[config.mk]
export PLATFORM = sky130hd
export DESIGN_NAME = vga_timing_controller
export DESIGN_NICKNAME = d
export VERILOG_FILES = /design/src/rtl/vga_timing_controller.sv
export SDC_FILE = /design/constraint.sdc
export NUM_CORES = 1
export LEC_CHECK = 0
export BUFFER_PORTS_ARGS = -buffer_cell sky130_fd_sc_hd__buf_4
export CAP_MARGIN = 20
export CORE_ASPECT_RATIO = 0.7
export CORE_MARGIN = 1.5
export CORE_UTILIZATION = 52
export CTS_CLUSTER_DIAMETER = 120
export DETAILED_ROUTE_END_ITERATION = 6
export PLACE_DENSITY = 0.86
export SYNTH_ARGS = -nofsm -noshare
export SYNTH_HDL_FRONTEND = slang
export SYNTH_SLANG_ARGS = --single-unit
export TNS_END_PERCENT = 100
[constraint.sdc]
create_clock -name clk_25MHz -period 4.1 [get_ports clk_25MHz]
set_clock_uncertainty 0.05 [all_clocks]
set_input_delay 0.41 -clock clk_25MHz [delete_from_list [all_inputs] [get_ports clk_25MHz]]
set_output_delay 0.41 -clock clk_25MHz [all_outputs]
set_load 0.01 [all_outputs]
[src/rtl/vga_timing_controller.sv]
`default_nettype none
// ============================================================================
//  Module   : vga_timing_controller
//  Brief    : VGA raster sequencer. Generates the horizontal/vertical pixel
//             counters, registered hsync/vsync/video_on, line/frame pulses,
//             the vertical phase state and the vblank-aligned buffer swap ack.
//  Revision : 1.0 - initial release
// ============================================================================
module vga_timing_controller #(
   parameter int H_ACTIVE = 640,
   parameter int H_FP     = 16,
   parameter int H_SYNC   = 96,
   parameter int H_BP     = 48,
   parameter int V_ACTIVE = 480,
   parameter int V_FP     = 10,
   parameter int V_SYNC   = 2,
   parameter int V_BP     = 33,
   parameter bit SYNC_POL = 1'b0
) (
   input  logic        clk_25MHz,
   input  logic        rst_n,
   input  logic        run,
   input  logic        swap_req,
   output logic        swap_ack,
   output logic        hsync,
   output logic        vsync,
   output logic        video_on,
   output logic [15:0] pixel_x,
   output logic [15:0] pixel_y,
   output logic        line_end,
   output logic        frame_start,
   output logic [1:0]  v_state
);

   // Raster geometry as 16-bit constants.
   localparam logic [15:0] c_h_active   = 16'(H_ACTIVE);
   localparam logic [15:0] c_h_last     = 16'(H_ACTIVE + H_FP + H_SYNC + H_BP - 1);
   localparam logic [15:0] c_hs_start   = 16'(H_ACTIVE + H_FP);
   localparam logic [15:0] c_hs_end     = 16'(H_ACTIVE + H_FP + H_SYNC);
   localparam logic [15:0] c_v_active   = 16'(V_ACTIVE);
   localparam logic [15:0] c_v_last     = 16'(V_ACTIVE + V_FP + V_SYNC + V_BP - 1);
   localparam logic [15:0] c_vs_start   = 16'(V_ACTIVE + V_FP);
   localparam logic [15:0] c_vs_end     = 16'(V_ACTIVE + V_FP + V_SYNC);

   // Vertical phase encoding (visible on the v_state port).
   localparam logic [1:0] ST_ACTIVE = 2'd0;
   localparam logic [1:0] ST_FRONT  = 2'd1;
   localparam logic [1:0] ST_SYNC   = 2'd2;
   localparam logic [1:0] ST_BACK   = 2'd3;

   // running: the previous cycle was a counting cycle. A cycle that follows
   // reset or run=0 shows (0,0) with live outputs instead of incrementing,
   // so every restart begins with a full frame and a frame_start pulse.
   logic        running;
   logic        live;
   logic        line_wrap;
   logic [15:0] h_next;
   logic [15:0] v_next;
   logic [1:0]  state_next;
   logic        hs_on;
   logic        vs_on;

   // Next raster position; counters collapse to (0,0) whenever not counting.
   always_comb begin
      h_next    = 16'd0;
      v_next    = 16'd0;
      live      = run;
      line_wrap = 1'b0;
      if (run && running) begin
         if (pixel_x == c_h_last) begin
            line_wrap = 1'b1;
            v_next    = (pixel_y == c_v_last) ? 16'd0 : pixel_y + 16'd1;
         end else begin
            h_next = pixel_x + 16'd1;
            v_next = pixel_y;
         end
      end
   end

   // Vertical phase FSM: advances only on the line wrap that moves v_cnt.
   always_comb begin
      state_next = v_state;
      if (!(run && running)) begin
         state_next = ST_ACTIVE;
      end else if (line_wrap) begin
         case (v_state)
            ST_ACTIVE: if (v_next == c_v_active) state_next = ST_FRONT;
            ST_FRONT:  if (v_next == c_vs_start) state_next = ST_SYNC;
            ST_SYNC:   if (v_next == c_vs_end)   state_next = ST_BACK;
            default:   if (v_next == 16'd0)      state_next = ST_ACTIVE;
         endcase
      end
   end

   assign hs_on = live && (h_next >= c_hs_start) && (h_next < c_hs_end);
   assign vs_on = live && (v_next >= c_vs_start) && (v_next < c_vs_end);

   // All outputs are registered from the next position so they line up
   // with pixel_x/pixel_y in the same cycle.
   always_ff @(posedge clk_25MHz or negedge rst_n) begin
      if (!rst_n) begin
         running     <= 1'b0;
         pixel_x     <= 16'd0;
         pixel_y     <= 16'd0;
         v_state     <= ST_ACTIVE;
         hsync       <= ~SYNC_POL;
         vsync       <= ~SYNC_POL;
         video_on    <= 1'b0;
         line_end    <= 1'b0;
         frame_start <= 1'b0;
         swap_ack    <= 1'b0;
      end else begin
         running     <= run;
         pixel_x     <= h_next;
         pixel_y     <= v_next;
         v_state     <= state_next;
         hsync       <= hs_on ? SYNC_POL : ~SYNC_POL;
         vsync       <= vs_on ? SYNC_POL : ~SYNC_POL;
         video_on    <= live && (h_next < c_h_active) && (v_next < c_v_active);
         line_end    <= live && (h_next == c_h_last);
         frame_start <= live && (h_next == 16'd0) && (v_next == 16'd0);
         // (0, V_ACTIVE) occurs once per frame, so this grants at most once.
         swap_ack    <= live && swap_req && (h_next == 16'd0) && (v_next == c_v_active);
      end
   end

endmodule
`default_nettype wire

==> summary.txt, run 1 <==
# clock sinks -> 41
measured slew at the worst slew-check pin -> 844.3 ps
CTS tree -> built
asr flop ratio synth -> 100.0%
Critical Path Source -> pixel_x[6]
gp weighted congestion -> 0.9632
worst-case clock buffer depth -> 2
CP Buf/Inv Count -> 0
fin crit period -> 3898 ps
Setup WS post-layout -> 202.1 ps
Max-Cap Viols -> 0
Antenna Diode Count -> 0
Syn. warnings -> 0
Initial DRT Pass Iterations -> 6
Slew HR -> 43.19%
CP peak stage delay -> 680 ps
CP Max Fanout -> 13
Fmax -> 0.2565 GHz
Critical Path Sink Type -> register
Leakage -> 1.295 nW
Placed Area -> 0.002968 mm^2
setup bufs post-CTS -> 0
Seq/Total Area, Yosys -> 40.06%
Pwr Density -> 236.9 mW/mm^2
Worst Hold Class -> in2async
CTS root buffer -> clkbuf_8
clk slew on worst S/H paths -> 90 ps
net switching power -> 0.0001869 W
1st-iter DRT viols -> 361
crit-path cells -> or4_4, or4_4, nor3_1, xnor2_1, nand4_1, nor4_4, o221ai_2, a211oi_1, mux2i_1
Port Buf Inserts -> 43
DP HPWL -> 5177 um
final instance area -> 0.003059 mm^2
fin nets -> 338
antenna violations before repair -> 0
routed wire length -> 7106 um
Net Sw Frac -> 25.79%
die area -> 0.005375 mm^2
Comb power frac -> 4.9%
Final period util -> 95.07%
Initial Util -> 53.99%
Worst path top cell family by delay -> simple AND/OR/NAND/NOR gates
Post-synth EDFFs -> 0
share of power burned in registers -> 56.5%
final antenna-violating net count -> 0
Storage cell area -> 0.001028 mm^2
routed via count -> 2492
first-pass GRT wire length -> 11030 um
DP Worst Slack -> 321.7 ps
VDD IR-drop max -> 0.1481 mV
Routed WL per cell -> 17.85 um
Chip Width -> 86.99 um
GRT Residual Overflow -> 0
Setup TNS -> 0 ps
CP Launch Type -> register
Syn Std Cell Area -> 0.002567 mm^2
CP most frequent cell -> or4_4
Core Area -> 0.004756 mm^2
P&R area growth vs syn -> 19.15%
final hold violations -> 0
post_cts resized -> 0
Post-Syn Nets -> 293
R2R depth -> 9
largest net degree at the start of global routing -> 42
Crit-path slowest cell -> or4_4
status -> finished, final reports clean
Multi-input gate area -> 0.001455 mm^2
RSZ-0062 raised after global routing -> false
# IOs -> 44
die height -> 61.79 um
H-tree levels -> 2
Avg Cell Area, Syn -> 9.072 um^2
CTS buffer count -> 5
count of unique library cells instantiated by Yosys -> 57
Global Route Usage Sum -> 27.69%
required time worst endpoint -> 4280 ps
DRC viols -> 0
worst hold margin -> 19.35 ps
synthesized instance count -> 283
share of cells above drive strength 1 -> 21.58%
Pint -> 0.0005378 W
FP Rows -> 21
Fillers -> 374
clk_lat worst skew -> 310 ps
final setup fails -> 0
Clock power frac -> 38.6%
Worst R2R End -> v_state[1]
FF-to-FF Start -> pixel_x[6]
Post-synth top flop -> dfrtp_1
Final Max Tran Viols -> 0
critical path class -> reg2reg
vias in the first global route -> 2171
# hold bufs at CTS -> 0
critical path arrival -> 4080 ps
Yosys reg bits -> 41
vias per cell -> 6.261
FF-to-FF setup slack -> 200 ps
power by group through the flow:
stage | Clock (W) | Sequential, W | Combinational, W
2_1_floorplan | 0 | 0.000418 | 0.0000139
3_3_place_gp | 0 | 0.000417 | 0.0000353
3_5_place_dp | 0 | 0.000417 | 0.0000361
4_1_cts | 0.000280 | 0.000409 | 0.0000362
5_1_grt | 0.000298 | 0.000410 | 0.0000397
6_report | 0.000280 | 0.000409 | 0.0000357
worst register-to-register path, delay by kind of cell (launching register included):
| kind | cells | cell delay (ps) |
|---|---|---|
| AO/OA/AOI/OAI | 2 | 470 |
| multiplexers | 1 | 260 |
| XOR/XNOR | 1 | 230 |
| AND/OR/NAND/NOR | 5 | 2390 |
| flip-flops | 1 | 440 |
how the worst max path moves through the flow:
stage	to	slack, ps	cells past startpoint
6_report	v_state[1]	200	9
5_1_grt	v_state[1]	40	9
4_1_cts	v_state[1]	290	9
3_3_place_gp	v_state[0]	430	9
3_5_place_dp	v_state[0]	320	9
2_1_floorplan	v_state[0]	560	10
Yosys cell counts, drive strengths merged, types with 2 or more instances:
| cell | instances | area, um^2 |
|---|---|---|
| nand2b | 2 | 12.51 |
| nand2 | 28 | 107.6 |
| and2 | 3 | 18.77 |
| or4 | 4 | 37.53 |
| o21ai | 10 | 50.04 |
| a2111oi | 2 | 17.52 |
| nor2 | 38 | 142.6 |
| and4 | 4 | 35.03 |
| nor3b | 2 | 15.01 |
| nor4 | 13 | 138.9 |
| o211a | 2 | 20.02 |
| nand3 | 20 | 105.1 |
| nor3 | 10 | 50.05 |
| clkbuf | 7 | 26.28 |
| or3 | 2 | 12.51 |
| inv | 10 | 37.54 |
| mux2i | 2 | 20.02 |
| o21bai | 2 | 15.01 |
| xor2 | 12 | 105.1 |
| and3 | 4 | 25.02 |
| xnor2 | 15 | 131.4 |
| a211oi | 4 | 30.03 |
| a21oi | 7 | 35.03 |
| dfstp | 2 | 52.55 |
| nand4 | 9 | 56.30 |
| buf | 3 | 20.01 |
| ha | 6 | 75.07 |
| dfrtp | 39 | 975.9 |
registers in the layout (all words and copies together) (netlist names):
| register | count |
|---|---|
| running | 1 |
| line_end | 1 |
| pixel_y | 16 |
| vsync | 1 |
| frame_start | 1 |
| swap_ack | 1 |
| hsync | 1 |
| pixel_x | 16 |
| v_state | 2 |
| video_on | 1 |
per-layer routing:
metal / global-route usage (%) / vias up / part of all wire [%]
li1: - / 1121 / -
met1: 38.40 / 1192 / 45
met2: 41.53 / 153 / 43
met3: 9.908 / 26 / 10
met4: 7.373 / 0 / 1.9
met5: 0 / - / 0
through the flow:
stage               std cells  power (W)  util [%]
finish                    398  0.0007247     64.33
global route              398  0.0007480     64.33
detailed placement        390  0.0004535     62.40
global placement          390  0.0004521     62.40
CTS                       398  0.0007252     64.33
floorplan                 283  0.0004316         -
logic make-up (layout without fill, tap and decap cells):
kind of cell / Yosys count / after routing / synth area share, %
mux: 2 / 2 / 0.7798
simple gates: 147 / 147 / 32.46
compound gates: 40 / 40 / 11.31
fa+ha+maj: 6 / 6 / 2.924
buf+inv: 20 / 66 / 3.265
xor+xnor: 27 / 27 / 9.211
flops: 41 / 41 / 40.06
layout make-up:
cell class / instances / share of cell area [%]
clock buffer: 5 / 2.249
multi-input combinational: 222 / 47.57
tap: 69 / 2.822
inverter: 10 / 1.227
clock inverter: 3 / 0.7362
timing repair buffer: 48 / 11.78
sequential: 41 / 33.62
layout by cell type, fill, tap and decap left out, types with 3 or more instances in the layout:
cell      synthesis  final
nand4_1           9      9
ha_1              6      6
and2_1            3      3
nand3_1          19     19
xor2_1           12     12
dfrtp_1          39     39
xnor2_1          15     15
and4_1            4      4
inv_1            10     10
buf_4             0     48
a21oi_1           7      7
o21ai_1           3      3
nand2_1          27     27
o21ai_0           7      7
nor4_4            3      3
nor4_1            8      8
nor2_1           38     38
a211oi_1          4      4
and3_1            4      4
clkbuf_8          0      5
nor3_1           10     10
Note: power is estimated with default switching activity, not from simulation.
==> run 2, diff against run 1 <==
--- a/config.mk
+++ b/config.mk
@@ -9,10 +9,10 @@
 export CAP_MARGIN = 20
 export CORE_ASPECT_RATIO = 0.7
 export CORE_MARGIN = 1.5
-export CORE_UTILIZATION = 52
+export CORE_UTILIZATION = 40
 export CTS_CLUSTER_DIAMETER = 120
 export DETAILED_ROUTE_END_ITERATION = 6
-export PLACE_DENSITY = 0.86
+export PLACE_DENSITY = 0.71
 export SYNTH_ARGS = -nofsm -noshare
 export SYNTH_HDL_FRONTEND = slang
 export SYNTH_SLANG_ARGS = --single-unit
==> run 2 against run 1 <==
Worst setup slack better by 69 ps. Sequential share of layout area down 0.31 points. Register-to-register slack better by 70 ps. Global-route usage down 6.3 points. Via count down 3.8%. Clock power up 5%. Critical path depth unchanged. Critical endpoint is now v_state[0]. Largest cell class unchanged.
==> summary.txt, run 2 (synthesis gave the netlist of run 1 again) <==
RSZ-0062 raised after global routing -> false
Setup WS post-layout -> 271.3 ps
Global Route met2 Usage -> 29.89%
vias per cell -> 5.861
CTS root buffer -> clkbuf_8
Pwr Total -> 0.0007381 W
commonest cells after routing, fill and taps aside -> buf_4 (50), dfrtp_1 (39), nor2_1 (38)
Fmax -> 0.2612 GHz
DP Worst Slack -> 290.9 ps
largest net degree at the start of global routing -> 42
Setup TNS -> 0 ps
clk slew on worst S/H paths -> 90 ps
CP Max Fanout -> 13
Leakage -> 1.302 nW
critical path arrival -> 3970 ps
die height -> 70.03 um
DP HPWL -> 5222 um
status -> finished, final reports clean
GRT Residual Overflow -> 0
FP Rows -> 24
FF-to-FF setup slack -> 270 ps
fin nets -> 340
final setup fails -> 0
Max-Cap Viols -> 0
DRC viols -> 0
setup bufs post-CTS -> 0
CP Launch Type -> register
GR met1 Demand/Resource -> 33.63%
Routed WL per cell -> 17.25 um
measured slew at the worst slew-check pin -> 879.1 ps
final antenna-violating net count -> 0
Chip Width -> 98.76 um
vias in the first global route -> 2244
Core Area -> 0.006216 mm^2
CTS buffer count -> 5
clk_lat worst skew -> 300 ps
gp weighted congestion -> 0.9763
first-pass GRT wire length -> 11820 um
Worst Hold Class -> in2async
Global Route Usage Sum -> 21.37%
VDD IR-drop max -> 0.1557 mV
critical path class -> reg2reg
routed wire length -> 7056 um
final hold violations -> 0
commonest non-fill, non-tap cell in the layout -> buf_4
top flop regs -> pixel_x (16), pixel_y (16), v_state (2)
worst-case clock buffer depth -> 2
required time worst endpoint -> 4250 ps
layer with the highest usage -> met1
# IOs -> 44
GR Util met3 -> 4.204%
Pwr Density -> 239.0 mW/mm^2
die area -> 0.006916 mm^2
1st-iter DRT viols -> 224
# clock sinks -> 41
Initial DRT Pass Iterations -> 4
CTS tree -> built
share of cells above drive strength 1 -> 22.05%
Final Max Tran Viols -> 0
routed via count -> 2397
Antenna Diode Count -> 0
Slew HR -> 40.85%
post_cts resized -> 0
fin crit period -> 3829 ps
Critical Path Sink Type -> register
Initial Util -> 41.30%
H-tree levels -> 2
# hold bufs at CTS -> 0
antenna violations before repair -> 0
Port Buf Inserts -> 43
Final period util -> 93.38%
P&R area growth vs syn -> 20.27%
## run 2: cell types whose count changed in the layout (fill, tap and decap cells not counted)
cell,change
buf_4,+2
clkinv_4,-2
clkinvlp_4,+1
clkinv_2,-1
inv_6,+2
## run 2: routing by layer
layer / routed length [um] / part of all wire [%]
met1: 3437 / 49
met2: 3002 / 43
met3: 534 / 7.6
met4: 82 / 1.2
met5: 0 / 0
## run 2: worst paths after layout
path / startpoint / to / cells past startpoint
setup / recovery: pixel_x[6] / v_state[0] / 9
hold / removal: rst_n / pixel_x[0] / 1
setup reg to reg: pixel_x[6] / v_state[0] / 9
hold reg to reg: v_state[1] / v_state[1] / 2
max in group asynchronous: rst_n / vsync / 1
min in group clk_25MHz: run / running / 1
## run 2: worst max-delay path: stages, from the launching register on
cell      delay (ps)
dfrtp_1          450
or4_4            580
or4_4            660
nor4_2           510
mux2i_1          310
nand3_2          160
and4bb_1         340
o221ai_2         110
or4_1            410
o211a_1          140
## run 2: stage by stage
stage,instance area [um^2],instances,hold WS (ps),utilization [%]
after floorplan,2567,283,64.41,-
after global placement,2994,401,375.9,48.17
after detailed placement,2994,401,383.3,48.17
after CTS,3088,409,53.27,49.68
after global routing,3088,409,73.89,49.68
final,3088,409,31.14,49.68
## run 2: final cells by class
| cell class | count | area, um^2 |
|---|---|---|
| clock inverters | 3 | 25.02 |
| multi-input cells | 222 | 1455 |
| repair buffers | 50 | 375.4 |
| flip-flops and latches | 41 | 1028 |
| fillers | 576 | 3128 |
| well taps | 78 | 97.59 |
| clock buffers | 5 | 68.82 |
| inverters | 10 | 37.54 |
## run 2: power by group
group	total (W)	internal, W	switching [W]
clock	0.000293	0.000124	0.000169
combinational	0.0000358	0.0000102	0.0000256
sequential	0.000409	0.000407	0.00000259
total	0.000738	0.000541	0.000197
